**src/rtl/ccu_ar_arbiter.sv**
```systemverilog
// ccu_ar_arbiter: shares one read-snoop controller among several ACE masters.
// One read transaction is in flight at a time. A round-robin pick chooses the
// master, its AR is forwarded, and its R burst is routed back to it. The
// arbiter then waits for that master's RACK before it arbitrates again.
module ccu_ar_arbiter #(
    parameter int unsigned  NumMst    = 2,
    parameter type          ar_chan_t = logic,
    parameter type          r_chan_t  = logic,
    // Bit position of the R "last" flag inside the packed r_chan_t
    parameter int unsigned  RLastBit  = 0,
    localparam int unsigned IdxW      = (NumMst > 1) ? $clog2(NumMst) : 1
) (
    input  logic              clk_i,
    input  logic              rst_ni,
    input  logic [NumMst-1:0] slv_ar_valid_i,
    input  ar_chan_t          slv_ar_i [NumMst],
    output logic [NumMst-1:0] slv_ar_ready_o,
    output logic [NumMst-1:0] slv_r_valid_o,
    output r_chan_t           slv_r_o [NumMst],
    input  logic [NumMst-1:0] slv_r_ready_i,
    input  logic [NumMst-1:0] slv_rack_i,
    output logic              mst_ar_valid_o,
    output ar_chan_t          mst_ar_o,
    input  logic              mst_ar_ready_i,
    input  logic              mst_r_valid_i,
    input  r_chan_t           mst_r_i,
    output logic              mst_r_ready_o,
    output logic              busy_o,
    output logic [IdxW-1:0]   gnt_idx_o
);

    localparam int unsigned     RW       = $bits(r_chan_t);
    localparam logic [RW-1:0]   LastMask = RW'(1) << RLastBit;

    typedef enum logic [1:0] {
        IDLE,
        AR,
        R,
        ACK
    } state_e;

    state_e            state_q;
    logic [IdxW-1:0]   gntIdx_q;
    logic [IdxW-1:0]   gntIdx_d;
    logic [IdxW-1:0]   rrPtr_q;
    logic [IdxW-1:0]   rrPtr_d;
    logic              anyValid;
    logic              arHs;
    logic              rHs;
    logic              rLast;

    assign anyValid  = |slv_ar_valid_i;
    assign rLast     = |(mst_r_i & LastMask);
    assign arHs      = (state_q == AR) && slv_ar_valid_i[gntIdx_q] && mst_ar_ready_i;
    assign rHs       = (state_q == R) && mst_r_valid_i && slv_r_ready_i[gntIdx_q];
    assign busy_o    = (state_q != IDLE);
    assign gnt_idx_o = gntIdx_q;
    assign rrPtr_d   = (gntIdx_q == IdxW'(NumMst - 1)) ? '0 : gntIdx_q + 1'b1;

    // Round-robin pick: the first valid master found at or after rrPtr_q, with wrap-around
    always_comb begin
        gntIdx_d = rrPtr_q;
        for (int k = int'(NumMst) - 1; k >= 0; k--) begin
            int idx;
            idx = int'(rrPtr_q) + k;
            if (idx >= int'(NumMst)) begin
                idx = idx - int'(NumMst);
            end
            if (slv_ar_valid_i[idx]) begin
                gntIdx_d = IdxW'(idx);
            end
        end
    end

    // Route the AR and R handshakes through the granted master only; R payload is broadcast
    always_comb begin
        slv_ar_ready_o = '0;
        slv_r_valid_o  = '0;
        mst_ar_valid_o = 1'b0;
        mst_r_ready_o  = 1'b0;
        mst_ar_o       = slv_ar_i[gntIdx_q];
        for (int i = 0; i < int'(NumMst); i++) begin
            slv_r_o[i] = mst_r_i;
        end
        case (state_q)
            AR: begin
                mst_ar_valid_o           = slv_ar_valid_i[gntIdx_q];
                slv_ar_ready_o[gntIdx_q] = mst_ar_ready_i;
            end
            R: begin
                slv_r_valid_o[gntIdx_q] = mst_r_valid_i;
                mst_r_ready_o           = slv_r_ready_i[gntIdx_q];
            end
            default: ;
        endcase
    end

    // Transaction FSM: grant, AR handshake, R burst until last, then wait for the grantee's RACK
    always_ff @(posedge clk_i or negedge rst_ni) begin
        if (!rst_ni) begin
            state_q  <= IDLE;
            gntIdx_q <= '0;
            rrPtr_q  <= '0;
        end else begin
            case (state_q)
                IDLE: begin
                    if (anyValid) begin
                        gntIdx_q <= gntIdx_d;
                        state_q  <= AR;
                    end
                end
                AR: begin
                    if (arHs) begin
                        rrPtr_q <= rrPtr_d;
                        state_q <= R;
                    end
                end
                R: begin
                    if (rHs && rLast) begin
                        state_q <= ACK;
                    end
                end
                ACK: begin
                    if (slv_rack_i[gntIdx_q]) begin
                        state_q <= IDLE;
                    end
                end
                default: state_q <= IDLE;
            endcase
        end
    end

endmodule
```
**config.mk**
```make
export PLATFORM = sky130hd
export DESIGN_NAME = ccu_ar_arbiter
export DESIGN_NICKNAME = d
export VERILOG_FILES = /design/src/rtl/ccu_ar_arbiter.sv
export SDC_FILE = /design/constraint.sdc
export NUM_CORES = 1
export LEC_CHECK = 0
export ABC_AREA = 0
export CORE_AREA = 5 5 42 44
export CTS_CLUSTER_DIAMETER = 120
export DETAILED_ROUTE_END_ITERATION = 7
export DIE_AREA = 0 0 47 49
export PLACE_DENSITY = 0.66
export SLEW_MARGIN = 20
export SYNTH_ARGS = -nofsm -noshare
export SYNTH_HDL_FRONTEND = slang
export SYNTH_SLANG_ARGS = --single-unit
```
**constraint.sdc**
```tcl
create_clock -name clk_i -period 2.8 [get_ports clk_i]
set_input_delay 0.42 -clock clk_i [delete_from_list [all_inputs] [get_ports clk_i]]
set_output_delay 0.42 -clock clk_i [all_outputs]
set_load 0.02 [all_outputs]
```
==> results.json <==
{
  "synth_xor_area_share_pct": 0,
  "portBuffers": 23,
  "root_buffer": "clkbuf_4",
  "synth-simple-area-share_pct": 20.6,
  "cts_max_level": 1,
  "synth_adder_area_share_pct": 15.9,
  "dpl.cell_count": 81,
  "wl_met3_um": 53,
  "slowest_delay_ns": 0.60,
  "synth-warning-count": 0,
  "vias_per_cell": 4.49,
  "synth.avg_cell_area_um2": 8.76,
  "grt_pass1_wl_mm": 1.70,
  "vdd_drop_max_mv": 0.375,
  "drive_gt1_share_pct": 13.2,
  "criticalPathCategory": "register to primary output",
  "hold_class": "input port to asynchronous set/reset pin",
  "die_w_um": 47,
  "r2r_setup_slack_ns": 1.29,
  "post_cts_resized": 0,
  "skew_ns": 0.00307,
  "fmax_mhz": 445,
  "yosysSeqAreaShare_pct": 25.4,
  "wl_met1_um": 404,
  "clock_latency_ns": 0.23,
  "arrival_ns": 1.83,
  "syn_to_final_growth_pct": 62.5,
  "fin_crit_sh_pct": 80.2,
  "reg2reg_to": "state_q[1]",
  "relSlewSlack_pct": 75.5,
  "nFillCells": 145,
  "dp_slack_ns": 0.562,
  "maxCapViolCount": 0,
  "grt_max_degree": 12,
  "cts_buffer_depth": 2,
  "syn_nets": 63,
  "worstSetupStartpointType": "register",
  "rows": 14,
  "setup_viol": 0,
  "die-area_mm2": 0.00230,
  "setup_tns_ns": 0,
  "synth_top_family_by_area": "simple AND/OR/NAND/NOR gates",
  "crit_slowest_cell": "clkdlybuf4s50_1",
  "yosys.area.top_type": "dfrtp_1",
  "drv_slew": 0,
  "dr_wl_met2_um": 522,
  "layout.cells.non_filler": 84,
  "worst-path-buf-inv": 2,
  "cp.depth": 4,
  "clkSinkCount": 4,
  "clkTransAtPathRegs_ns": 0.04,
  "syn-instance-count": 45,
  "grt_pass1_vias": 375,
  "layout_min_cycle_time_ns": 2.25,
  "syn-cell-area_um2": 394,
  "synth_mux_area_share_pct": 14.3,
  "worst_pin_slew_ns": 0.368,
  "first_iter_violations": 1,
  "power.density_cell_area_mw_per_mm2": 932,
  "dp_hpwl_um": 853,
  "drtPass1Iterations": 4,
  "synth_compound_area_share_pct": 13.3,
  "r2r_start": "gnt_idx_o",
  "synth_ff_type": "dfrtp_1",
  "yosys.area.top_type_share_pct": 25.4,
  "required_ns": 2.38,
  "async_reset_ff_share_pct": 100,
  "cts_buffers": 3,
  "finish.utilization_pct": 45.7,
  "cp-end-kind": "primary output",
  "antenna_found_initial": 0,
  "cts_tree": "built",
  "setup.worst_path.end": "slv_ar_ready_o[1]",
  "top_level_ports": 24,
  "initial_core_util_pct": 28.1,
  "wirelength_um": 979,
  "synth_area_leaders": "dfrtp_1, ha_1, mux2i_1",
  "synth-edff-count": 0,
  "synthTopCellsByCount": "ha_1, nand2_1, dfrtp_1, inv_1, nor2_1",
  "crit_start": "state_q[1]",
  "hold_viol_final": 0,
  "holdWs_ns": 0.390,
  "ff2ff_path_depth": 4,
  "cts_hold_buf": 0,
  "synth_cell_types": 20,
  "dieHeight_um": 49,
  "cp_max_fo": 6,
  "gp_congestion": 0.690,
  "rsz0062_at_grt": "no",
  "top_layer_used": "met3",
  "power.leakage_nw": 0.296,
  "cts_setup_buffers": 0,
  "critPathTopFamily": "buffers and inverters",
  "track_usage_pct": 10.1,
  "path_cells": "inv_1, ha_1, and3_2, clkdlybuf4s50_1",
  "wire_per_inst_um": 11.7,
  "drc": 0,
  "core_area_mm2": 0.00140,
  "nNetsFinal": 88,
  "grt-ovfl-total": 0,
  "setup_slack_ns": 0.553,
  "ant_nets": 0,
  "diodes": 0,
  "num_vias": 377,
  "yosys_register_bits": 4,
  "status": "completed"
}
[per-stage QoR]
step / power (mW) / area (µm²)
final: 0.597 / 641
after global routing: 0.656 / 641
after CTS: 0.607 / 641
after detailed placement: 0.533 / 618
after global placement: 0.527 / 618
after floorplan: 0.403 / 394
[power breakdown]
group	leakage, nW	switching [mW]	internal, mW
sequential	0.0439	0.0428	0.0885
clock	0.0138	0.0217	0.0478
combinational	0.238	0.189	0.207
total	0.296	0.254	0.343
[worst min-delay path by stage]
stage               startpoint   endpoint  slack (ns)  depth (start not counted)
floorplan               rst_ni  gnt_idx_o        0.12                          0
global placement       rrPtr_q    rrPtr_q        0.51                          2
detailed placement     rrPtr_q    rrPtr_q        0.50                          2
CTS                     rst_ni    rrPtr_q        0.39                          1
global route            rst_ni    rrPtr_q        0.38                          1
finish                  rst_ni    rrPtr_q        0.39                          1
[flip-flops by register name (all words and copies together) (netlist names)]
register / cells
rrPtr_q: 1
gnt_idx_o: 1
state_q: 2
[layout make-up]
cell class              instances  area [µm²]  area share (%)
well taps                      16        20.0            3.13
repair buffers                 23         230            35.9
clock buffers                   3        22.5            3.52
inverters                       4        15.0            2.34
multi-input cells              34         253            39.5
flip-flops and latches          4         100            15.6
[placed cells by master, fill, tap and decap left out, types with 2 or more instances in the layout]
cell type        Yosys  routed
o21ai_1              2       2
clkdlybuf4s50_1      0      23
dfrtp_1              4       4
clkbuf_4             0       3
ha_1                 5       5
nor2_1               4       4
and3_2               2       2
a31oi_1              2       2
nand3_1              2       2
mux2i_1              3       3
nand2_1              5       5
nor2b_1              2       2
inv_1                4       4
[layer usage]
metal | up-vias | global-route usage [%]
met5 | - | 0
met4 | 0 | 4.15
met3 | 0 | 4.43
met2 | 9 | 15.2
met1 | 170 | 12.3
li1 | 198 | -
[cells by family after synthesis]
group	after synthesis
compound gates	8
simple gates	16
fa+ha+maj	5
mux	5
buf+inv	7
flops	4
(Power assumes the default switching activity.)
==> RTL change 1 (same flow settings) <==
Change the parameter `NumMst` from 2 to 1.
--- a/src/rtl/ccu_ar_arbiter.sv
+++ b/src/rtl/ccu_ar_arbiter.sv
@@ -5,3 +5,3 @@
 module ccu_ar_arbiter #(
-    parameter int unsigned  NumMst    = 2,
+    parameter int unsigned  NumMst    = 1,
     parameter type          ar_chan_t = logic,
Ports: changed (7 resized); port bits go from 24 to 17. No check against the original RTL was run, so the function may have changed too.
==> RTL change 1 against the unedited design <==
Worst setup slack improved by 150 ps. Die area unchanged. Sequential share of layout area decreased by 2.6 points. Sequential cell count decreased by 2. Count of clock-buffer cells in the layout unchanged. Wire length decreased by 48%. Synthesized area decreased by 40%. Largest cell class unchanged. First-iteration DRC count unchanged. Register-to-register slack got worse by 90 ps. Via count decreased by 45%. Sequential power decreased by 52%. Cell area decreased by 40%. Core utilization decreased by 18 points. Largest power group unchanged. Power decreased by 36%.
==> RTL change 1: results (changes against the unedited design) <==
dr.pass1.iters: 2  # was 4
synth.area.top_cells: "dfrtp_1 21%, ha_1 21%, buf_4 9.6%"  # was dfrtp_1 25%, ha_1 16%, mux2i_1 7.6%
ys_types: 13  # was 20
numPortBuffers: 13  # was 23
dp_hpwl_um: 428  # was 853 µm
crit_end: "mst_r_ready_o"  # was slv_ar_ready_o[1]
status: "finished, final reports clean"  # unchanged
synth_seq_area_share_pct: 21.3  # was 25.4%
grtUsageMet1_pct: 4.62  # was 12.3%
grt_pass1_wl_um: 738  # was 1700 µm
synthesis.nets: 38  # was 63
gp_congestion: 0.596  # was 0.690
p_comb_share_pct: 66.9  # was 66.4%
cp_max_fo: 4  # was 6
sequentialPower_mw: 0.0625  # was 0.131 mW
nNetsFinal: 53  # was 88
ys_top_cells_by_count: "5 x inv_1, 4 x ha_1, 3 x buf_4"  # was 5 x ha_1, 5 x nand2_1, 4 x dfrtp_1, 4 x inv_1, 4 x nor2_1
dpl_cell_area_um2: 363  # was 618 µm²
p_leak_nw: 0.174  # was 0.296 nW
p_int_mw: 0.230  # was 0.343 mW
track_usage_pct: 4.86  # was 10.1%
routedWlPerCell_um: 9.41  # was 11.7 µm
via_count: 207  # was 377
peakVddDrop_mv: 0.314  # was 0.375 mV
rr_worst_depth: 6  # was 4
syn_area_per_cell_um2: 9.41  # was 8.76 µm²
grt_pass1_vias: 197  # was 375
drive_above_1_share_pct: 23.7  # was 13.2%
placed_cells: 51  # was 81
preCtsSetupSlack_ps: 733  # was 562 ps
nFillCells: 159  # was 145
worst_hold_slack_ps: 359  # was 390 ps
global_route.usage.met2_pct: 6.79  # was 15.2%
fin_skew_ps: 0.231  # was 3.07 ps
-- RTL change 1: worst max-delay path: cells and delay by family, from the launching register on --
family        cells  cell delay (ps)
fa+ha+maj         1              210
buf+inv           2              690
flops             1              400
simple gates      1              140
-- RTL change 1: area by class of cell --
type,count,area (µm²),area share [%]
well taps,16,20.0,5.19
multi-input cells,15,144,37.3
inverters,5,18.8,4.87
flip-flops and latches,2,50.0,13.0
repair buffers,13,130,33.8
clock buffers,3,22.5,5.84
-- RTL change 1: cell families after synthesis --
kind of cell             after synthesis  share of synthesized area [%]
buffers and inverters                  8                           17.6
AND/OR/NAND/NOR                        5                           13.8
AO/OA/AOI/OAI                          4                           18.1
adder cells (fa/ha/maj)                4                           21.3
flip-flops                             2                           21.3
multiplexers                           1                           6.38
other                                  1                           1.59
-- RTL change 1: layer usage --
metal  up-vias  wire length, µm
li1        103                -
met1        94              172
met2         8              270
met3         2               48
met4         0               17
met5         -                0
==> RTL change 2 (same settings) <==
Made on the original files. Make the reset (`rst_ni`) synchronous in one clocked block.
--- a/src/rtl/ccu_ar_arbiter.sv
+++ b/src/rtl/ccu_ar_arbiter.sv
@@ -98,3 +98,3 @@
     // Transaction FSM: grant, AR handshake, R burst until last, then wait for the grantee's RACK
-    always_ff @(posedge clk_i or negedge rst_ni) begin
+    always_ff @(posedge clk_i) begin
         if (!rst_ni) begin
Check against the original RTL: differs if rst_ni is asserted again (counterexample within 4 cycles, from zero or initial values and one cycle with rst_ni low); with rst_ni held inactive, the same outputs for 10 cycles.
==> RTL change 2 against the unedited design <==
Worst setup slack gained 13 ps. Wire length shrank 7.2%. Register-to-register slack improved by 30 ps. Synthesized cell count rose by 6.7%. Sequential cell count did not move. Power fell by 22%. Sequential share of layout area shrank 3.3 points. Cell area is 1.4% higher. Synthesized area rose by 2.2%. Critical endpoint is now mst_ar_valid_o.
==> RTL change 2: results (changes against the unedited design) <==
status: "finished, final reports clean"  # unchanged
r2r_slack_ps: 1320  # was 1290 ps
wl_met2_um: 388  # was 522 µm
pg_comb_mw: 0.297  # was 0.396 mW
placed_cells: 84  # was 81
r2r_end: "state_q[0]"  # was state_q[1]
synthesis.nets: 66  # was 63
dpl_cell_area_um2: 627  # was 618 µm²
syn_area_um2: 403  # was 394 µm²
dp_hpwl_um: 784  # was 853 µm
drive_above_1_share_pct: 15.5  # was 13.2%
crit_arrival_ps: 1810  # was 1830 ps
cp_max_fo: 5  # was 6
peakVddDrop_mv: 0.395  # was 0.375 mV
grt_antenna_before_repair: 0  # unchanged
synth-compound-area-share_pct: 17.1  # was 13.3%
synth_seq_area_share_pct: 19.9  # was 25.4%
drt_first_iter_violations: 8  # was 1
ys_types: 22  # was 20
synth_xor_area_share_pct: 0  # unchanged
num_antenna_cells: 0  # unchanged
hp-class: "reg -> reg"  # was in -> async
via_count: 395  # was 377
cts_root_buf: "clkbuf_4"  # unchanged
synth_adder_area_share_pct: 15.5  # was 15.9%
ys_top_cells_by_count: "7 x nand2_1, 5 x ha_1, 4 x dfxtp_1, 4 x inv_1, 4 x mux2i_1"  # was 5 x ha_1, 5 x nand2_1, 4 x dfrtp_1, 4 x inv_1, 4 x nor2_1
insertion_delay_ps: 220
grt_max_degree: 12  # unchanged
post_cts_resized: 0  # unchanged
synth_ff_type: "dfxtp_1"  # was dfrtp_1
top_register: "state_q"  # unchanged
post_cts_buffers: 0  # unchanged
grt_pass1_wl_um: 1490  # was 1700 µm
power_clock_mw: 0.0665  # was 0.0695 mW
nNetsFinal: 91  # was 88
gp_congestion: 0.723  # was 0.690
p_leak_nw: 0.271  # was 0.296 nW
relSlewSlack_pct: 71.6  # was 75.5%
async_flop_share_pct: 0  # was 100%
synthCells: 48  # was 45
global_route.usage.met2_pct: 12.0  # was 15.2%
routedWlPerCell_um: 10.4  # was 11.7 µm
wl_met3_um: 103  # was 53 µm
switchingPower_mw: 0.191  # was 0.254 mW
crit-reg2reg-launch: "gnt_idx_o"  # unchanged
track_usage_pct: 8.45  # was 10.1%
crit_end: "mst_ar_valid_o"  # was slv_ar_ready_o[1]
cp-startpoint: "slv_ar_valid_i[0]"  # was state_q[1]
p_clk_share_pct: 14.2  # was 11.6%
grt_pass1_vias: 366  # was 375
met1Wirelength_um: 417  # was 404 µm
ctsHtreeMaxLevel: 1  # unchanged
synth.area.top_cells: "dfxtp_1 20%, ha_1 16%, mux2i_1 9.9%"  # was dfrtp_1 25%, ha_1 16%, mux2i_1 7.6%
fin_skew_ps: 0.531  # was 3.07 ps
grt_use_met3_pct: 3.69  # was 4.43%
drt-total-wl_um: 909  # was 979 µm
top_layer_used: "met3"  # unchanged
grtUsageMet1_pct: 11.2  # was 12.3%
muxShareOfSynthArea_pct: 12.7  # was 14.3%
[RTL change 2: cell types whose count changed after synthesis, moves of 2 or more]
| cell | before | now |
|---|---|---|
| o21ai_1 | 2 | 0 |
| dfxtp_1 | 0 | 4 |
| o21ai_2 | 0 | 2 |
| nand2_1 | 5 | 7 |
| dfrtp_1 | 4 | 0 |
[RTL change 2: through the flow]
stage	util, %	hold slack, ps	setup WS [ps]
6_report	46.3	503	566
2_1_floorplan	-	471	1350
3_5_place_dp	44.7	507	562
4_1_cts	46.3	512	557
5_1_grt	46.3	548	472
3_3_place_gp	44.7	498	574
[RTL change 2: critical path: cells and delay by family]
kind	cells	cell delay, ps
buffers and inverters	2	1140
multiplexers	1	120
AND/OR/NAND/NOR	1	120
[RTL change 2: final cells by class]
cell class                      instances  area [µm²]
Clock buffer                            3        22.5
Timing Repair Buffer                   23         230
Tap cell                               16        20.0
Fill cell                             160         752
Multi-Input combinational cell         37         282
Sequential cell                         4        80.1
Inverter                                4        15.0
